`config.mk`:
```
export PLATFORM = sky130hd
export DESIGN_NAME = cache_controller
export DESIGN_NICKNAME = d
export VERILOG_FILES = /design/src/rtl/cache_pkg.sv /design/src/rtl/cache_line_array.sv /design/src/rtl/cache_controller.sv
export SDC_FILE = /design/constraint.sdc
export NUM_CORES = 1
export LEC_CHECK = 0
export BUFFER_PORTS_ARGS = -buffer_cell sky130_fd_sc_hd__buf_4
export CORE_UTILIZATION = 55
export DETAILED_ROUTE_END_ITERATION = 10
export GPL_ROUTABILITY_DRIVEN = 1
export GPL_TIMING_DRIVEN = 0
export HOLD_SLACK_MARGIN = 0.05
export PLACE_DENSITY = 0.75
export SYNTH_ARGS = -nofsm -noshare
export SYNTH_HDL_FRONTEND = slang
export SYNTH_HIERARCHICAL = 1
export SYNTH_SLANG_ARGS = --single-unit
```
`constraint.sdc`:
```
create_clock -name clk -period 7.4 [get_ports clk]
set_clock_uncertainty 0.2 [all_clocks]
set_input_delay 0.74 -clock clk [delete_from_list [all_inputs] [get_ports clk]]
set_output_delay 0.74 -clock clk [all_outputs]
set_load 0.005 [all_outputs]
```
`src/rtl/cache_pkg.sv`:
```
// Shared defaults and FSM state type for the direct-mapped write-through cache.
package cache_pkg;
  localparam int CACHE_INDEX_BITS = 3;
  localparam int CACHE_ADDR_BITS  = 5;
  localparam int CACHE_DATA_BITS  = 8;

  typedef enum logic [2:0] {
    IDLE,
    LOOKUP,
    MEM_READ,
    MEM_WRITE,
    DONE
  } state_t;
endpackage

```
`src/rtl/cache_line_array.sv`:
```
// Tag/data/valid storage: one word per line, synchronous write, combinational read.
module cache_line_array
  import cache_pkg::*;
#(
  parameter int INDEX_BITS = CACHE_INDEX_BITS,
  parameter int TAG_BITS   = CACHE_ADDR_BITS - CACHE_INDEX_BITS,
  parameter int DATA_BITS  = CACHE_DATA_BITS
) (
  input  logic                  clk,
  input  logic                  reset,
  input  logic                  we,
  input  logic [INDEX_BITS-1:0] idx,
  input  logic [TAG_BITS-1:0]   wtag,
  input  logic [DATA_BITS-1:0]  wdata,
  output logic                  rvalid,
  output logic [TAG_BITS-1:0]   rtag,
  output logic [DATA_BITS-1:0]  rdata
);
  localparam int LINES = 1 << INDEX_BITS;

  logic [LINES-1:0]     valid_reg;
  logic [TAG_BITS-1:0]  tag_mem  [LINES];
  logic [DATA_BITS-1:0] data_mem [LINES];

  always_ff @(posedge clk or posedge reset) begin
    if (reset) begin
      valid_reg <= '0;
    end else if (we) begin
      valid_reg[idx] <= 1'b1;
    end
  end

  // Tag and data carry no reset; only the valid bits qualify them.
  always_ff @(posedge clk) begin
    if (we && !reset) begin
      tag_mem[idx]  <= wtag;
      data_mem[idx] <= wdata;
    end
  end

  assign rvalid = valid_reg[idx];
  assign rtag   = tag_mem[idx];
  assign rdata  = data_mem[idx];
endmodule

```
`src/rtl/cache_controller.sv`:
```
// Direct-mapped, write-through, no-write-allocate cache controller between a CPU
// port and a handshaked memory port.
module cache_controller
  import cache_pkg::*;
#(
  parameter int INDEX_BITS = CACHE_INDEX_BITS,
  parameter int ADDR_BITS  = CACHE_ADDR_BITS,
  parameter int DATA_BITS  = CACHE_DATA_BITS
) (
  input  logic                 clk,
  input  logic                 reset,
  input  logic                 cpu_req,
  input  logic                 cpu_we,
  input  logic [ADDR_BITS-1:0] cpu_addr,
  input  logic [DATA_BITS-1:0] cpu_wdata,
  output logic                 cpu_busy,
  output logic                 cpu_done,
  output logic                 cpu_hit,
  output logic [DATA_BITS-1:0] cpu_rdata,
  output logic                 mem_req,
  output logic                 mem_we,
  output logic [ADDR_BITS-1:0] mem_addr,
  output logic [DATA_BITS-1:0] mem_wdata,
  input  logic [DATA_BITS-1:0] mem_rdata,
  input  logic                 mem_ack
);
  localparam int TAG_BITS = ADDR_BITS - INDEX_BITS;

  state_t               state_reg, state_next;
  logic [ADDR_BITS-1:0] addr_reg;
  logic                 we_reg;
  logic [DATA_BITS-1:0] wdata_reg;
  logic                 hit_reg;
  logic                 lookup_hit_reg;
  logic [DATA_BITS-1:0] rdata_reg;

  logic                  line_valid;
  logic [TAG_BITS-1:0]   line_tag;
  logic [DATA_BITS-1:0]  line_data;
  logic                  lookup_hit;
  logic                  arr_we;
  logic [DATA_BITS-1:0]  arr_wdata;
  logic [INDEX_BITS-1:0] idx;
  logic [TAG_BITS-1:0]   tag;

  assign idx        = addr_reg[INDEX_BITS-1:0];
  assign tag        = addr_reg[ADDR_BITS-1:INDEX_BITS];
  assign lookup_hit = line_valid && (line_tag == tag);

  cache_line_array #(
    .INDEX_BITS(INDEX_BITS),
    .TAG_BITS  (TAG_BITS),
    .DATA_BITS (DATA_BITS)
  ) u_lines (
    .clk   (clk),
    .reset (reset),
    .we    (arr_we),
    .idx   (idx),
    .wtag  (tag),
    .wdata (arr_wdata),
    .rvalid(line_valid),
    .rtag  (line_tag),
    .rdata (line_data)
  );

  always_ff @(posedge clk or posedge reset) begin
    if (reset) begin
      state_reg      <= IDLE;
      addr_reg       <= '0;
      we_reg         <= 1'b0;
      wdata_reg      <= '0;
      hit_reg        <= 1'b0;
      lookup_hit_reg <= 1'b0;
      rdata_reg      <= '0;
    end else begin
      state_reg <= state_next;
      if (state_reg == IDLE && cpu_req) begin
        addr_reg  <= cpu_addr;
        we_reg    <= cpu_we;
        wdata_reg <= cpu_wdata;
      end
      // Result registers change only on the edge entering DONE so they hold between completions.
      if (state_reg == LOOKUP) begin
        lookup_hit_reg <= lookup_hit;
        if (!we_reg && lookup_hit) begin
          hit_reg   <= 1'b1;
          rdata_reg <= line_data;
        end
      end
      if (state_reg == MEM_READ && mem_ack) begin
        hit_reg   <= 1'b0;
        rdata_reg <= mem_rdata;
      end
      if (state_reg == MEM_WRITE && mem_ack) begin
        hit_reg <= lookup_hit_reg;
      end
    end
  end

  always_comb begin
    state_next = state_reg;
    arr_we     = 1'b0;
    arr_wdata  = wdata_reg;
    cpu_busy   = (state_reg != IDLE);
    cpu_done   = 1'b0;
    mem_req    = 1'b0;
    mem_we     = 1'b0;
    case (state_reg)
      IDLE: begin
        if (cpu_req) state_next = LOOKUP;
      end
      LOOKUP: begin
        if (we_reg) begin
          state_next = MEM_WRITE;
          arr_we     = lookup_hit;
        end else if (lookup_hit) begin
          state_next = DONE;
        end else begin
          state_next = MEM_READ;
        end
      end
      MEM_READ: begin
        mem_req = 1'b1;
        if (mem_ack) begin
          state_next = DONE;
          arr_we     = 1'b1;
          arr_wdata  = mem_rdata;
        end
      end
      MEM_WRITE: begin
        mem_req = 1'b1;
        mem_we  = 1'b1;
        if (mem_ack) state_next = DONE;
      end
      DONE: begin
        cpu_done   = 1'b1;
        state_next = IDLE;
      end
      default: state_next = IDLE;
    endcase
  end

  assign cpu_hit   = hit_reg;
  assign cpu_rdata = rdata_reg;
  assign mem_addr  = addr_reg;
  assign mem_wdata = wdata_reg;
endmodule

```
==> flow_summary_export.csv <==
group,metric,value,unit
cts,tritoncts,"yes",
placement,portBuffers,51,
worst_setup_path,path_max_fanout,10,
sta,finalSetupViolCount,0,
sta,slew_headroom,0.197,
placement,place_ws,3.39,ns
floorplan,initial_core_util,0.579,
floorplan,die_h,95.9,um
placement,place_congestion,0.819,
placement,placed_cells,442,
worst_setup_path,endpoint_kind,"flop",
global_route,antenna_found_initial,0,
sta,hold_viol_final,0,
sta,fmax,0.250,GHz
finish,antennaDiodeCount,0,
sta,rsz0062_at_grt,"false",
drt,drcViolationCount,0,
synthesis,synth_xor_area_frac,0.00361,
synthesis,avgSynthCellArea,17.1,sq um
worst_setup_path,path_buf_inv,1,
cts,cts_sinks,115,
floorplan,die_w,95.9,um
outcome,outcome,"finished clean",
cts,insertion_delay,0.51,ns
synthesis,synth_top_family_by_area,"multiplexers",
global_route,grt_usage,0.250,
finish,largest_reg_flops,64,
finish,drive_gt1_frac,0.363,
synthesis,synth_area_leaders,"edfxtp_1, dfrtp_1, mux4_1",
cts,h-tree-depth,4,
synthesis,async_flop_share,0.304,
synthesis,synth_area,0.00485,sq mm
sta,period_minus_slack,4.00,ns
power_and_ir_drop,p_per_area,423,mW/mm^2
placement,dp_hpwl,6460,um
sta,tightest_slew,1.20,ns
finish,multiInputGateArea,0.00144,sq mm
synthesis,ys_seq_area_frac,0.676,
synthesis,synthCells,283,
finish,seqCellArea,0.00328,sq mm
worst_setup_path,max_stage_delay,0.93,ns
cts,cts_max_path_buffers,2,
synthesis,synth_largest_area_cell,"edfxtp_1",
finish,top_register,"u_lines/data_mem",
synthesis,synthAdderAreaFrac,0,
drt,drt_wl_total,10300,um
worst_setup_path,crit_chain,"buf_6, mux4_1, mux2_2, xnor2_1, and3_1, a31o_2, nand2b_1, nor2_1",
sta,min_period_over_period,0.541,
drt,viasPerCell,5.95,
synthesis,synth_nets,309,
drt,ant_nets,0,
sta,fin_tns_setup,0,ns
drt,drt_first_iter_violations,173,
finish,nNetsFinal,383,
synthesis,synth_compound_area_frac,0.0340,
synthesis,ys.flop_type,"edfxtp_1",
global_route,grt_pass1_wl,15400,um
floorplan,core_area,0.00838,sq mm
drt,avgRoutedWirePerCell,21.7,um
worst_setup_path,arrival,3.92,ns
cts,clk_pin_slew,0.05,ns
global_route,grt_max_degree,28,
worst_setup_path,path_delay_family,"simple AND/OR/NAND/NOR gates",
synthesis,synth_edf_count,80,
finish,syn_to_final_growth,22.6,%
worst_setup_path,startpoint_type,"flop",
cts,cts_resized,0,
finish,postLayoutCoreUtil,0.710,
synthesis,ys_warn_count,6,
drt,vias,2820,
cts,cts_buffers,17,
hold_path,hold_path_class,"flop to flop",
finish,largest_registers,"u_lines/data_mem: 64 flops, u_lines/tag_mem: 16 flops",
run,max-cap-violations,0,
cts,clock-root-buffer,"clkbuf_8",
power_and_ir_drop,power.leakage,2.39,nW
global_route,grt_pass1_vias,2793,
synthesis,synth_seq_cells,115,
worst_setup_path,required,7.32,ns
sta,layout_setup_ws,3.40,ns
drt,drt_first_pass_iters,4,
worst_setup_path,crit_type,"flop to flop",
finish,instances_no_fill,474,
sta,slew_violations,0,
synthesis,synth-simple-area-share,0.0704,
finish,n_fill_cell,535,
synthesis,synth_mux_area_frac,0.185,
floorplan,ios,52,
worst_setup_path,cp_slowest_cell,"nor2_1",
global_route,overflow,0,
synthesis,synth_top_area_frac,0.495,
power_and_ir_drop,ir_worst_vdd,0.199,mV
synthesis,synthDistinctLibCells,38,
floorplan,rows,33,
floorplan,die_area,0.00920,sq mm
## area by class of cell
class / instances / share of cell area
flip-flops and latches: 115 / 0.551
multi-input cells: 141 / 0.243
clock buffers: 23 / 0.0734
repair buffers: 55 / 0.0711
well taps: 105 / 0.0221
plain buffers: 13 / 0.0164
clock inverters: 8 / 0.0145
inverters: 14 / 0.00883
## cell families (layout without fill, tap and decap cells)
kind of cell    Yosys count  count (layout)
mux                      50              50
flops                   115             115
compound gates           23              23
simple gates             66              66
buf+inv                  27             113
xor+xnor                  2               2
## worst register-to-register path, cell delays in order (launching register included)
cell      delay (ns)
dfrtp_1         0.43
buf_6           0.23
mux4_1          0.59
mux2_2          0.29
xnor2_1         0.25
and3_1          0.26
a31o_2          0.28
nand2b_1        0.14
nor2_1          0.93
## cell usage in the layout (no fill, tap or decap), types with 2 or more instances in the layout
master,count
nor2b_1,3
nand3b_1,2
mux2_4,10
and2_1,2
mux2_2,16
nand3_1,7
buf_4,52
clkbuf_1,7
buf_2,8
mux2i_1,2
a31o_2,3
mux4_2,8
dfrtp_1,35
bufinv_16,2
edfxtp_1,80
nand2b_1,2
nand2_1,27
inv_1,14
and3_1,2
clkbuf_16,16
a21oi_1,5
o211ai_1,6
mux4_1,14
clkinv_2,3
buf_6,5
nor2_1,11
clkinv_1,3
a41o_1,2
o21bai_1,3
xnor2_1,2
nor3_2,3
## per-layer routing
layer,vias up,track usage,part of all wire
met5,-,0,0
met4,0,0.0995,0.013
met3,17,0.0711,0.057
met2,103,0.414,0.52
met1,1460,0.311,0.41
li1,1240,-,-
## what timing repair did
item | CTS | global route
setup buffers | 0 | 0
hold endpoints to repair | 8 | 0
hold buffers | 1 | 0
## metrics by stage
step | total power [mW] | hold slack, ns | area, sq um
CTS | 2.53 | 0.228 | 5950
floorplan | 1.51 | 0.223 | 4850
global placement | 1.76 | 0.247 | 5370
global route | 2.64 | 0.235 | 5950
detailed placement | 1.80 | 0.255 | 5420
finish | 2.52 | 0.253 | 5950
## final timing paths
path | slack (ns) | end | depth (start not counted) | start
setup / recovery | 3.40 | u_lines/data_mem[4][0] | 8 | mem_addr[0]
hold / removal | 0.25 | u_lines/valid_reg[0] | 1 | u_lines/valid_reg[0]
setup reg to reg | 3.40 | u_lines/data_mem[4][0] | 8 | mem_addr[0]
hold reg to reg | 0.25 | u_lines/valid_reg[0] | 1 | u_lines/valid_reg[0]
max in group asynchronous | 5.39 | mem_wdata[1] | 3 | reset
min in group asynchronous | 0.56 | u_lines/valid_reg[2] | 3 | reset
## cells in the mapped netlist, drive strengths merged (2+ instances only)
| library cell | n |
|---|---|
| a21oi | 5 |
| a31o | 3 |
| a41o | 2 |
| and2 | 2 |
| and3 | 2 |
| buf | 12 |
| dfrtp | 35 |
| edfxtp | 80 |
| inv | 14 |
| mux2 | 26 |
| mux2i | 2 |
| mux4 | 22 |
| nand2 | 27 |
| nand2b | 2 |
| nand3 | 7 |
| nand3b | 2 |
| nor2 | 12 |
| nor2b | 3 |
| nor3 | 3 |
| o211ai | 6 |
| o21bai | 3 |
| xnor2 | 2 |
## report_power, final
part           internal, mW  switching [mW]
combinational         0.424           0.395
clock                 0.470           0.258
sequential            0.877          0.0934
total                  1.77           0.747
Note: power is estimated with default switching activity, not from simulation.
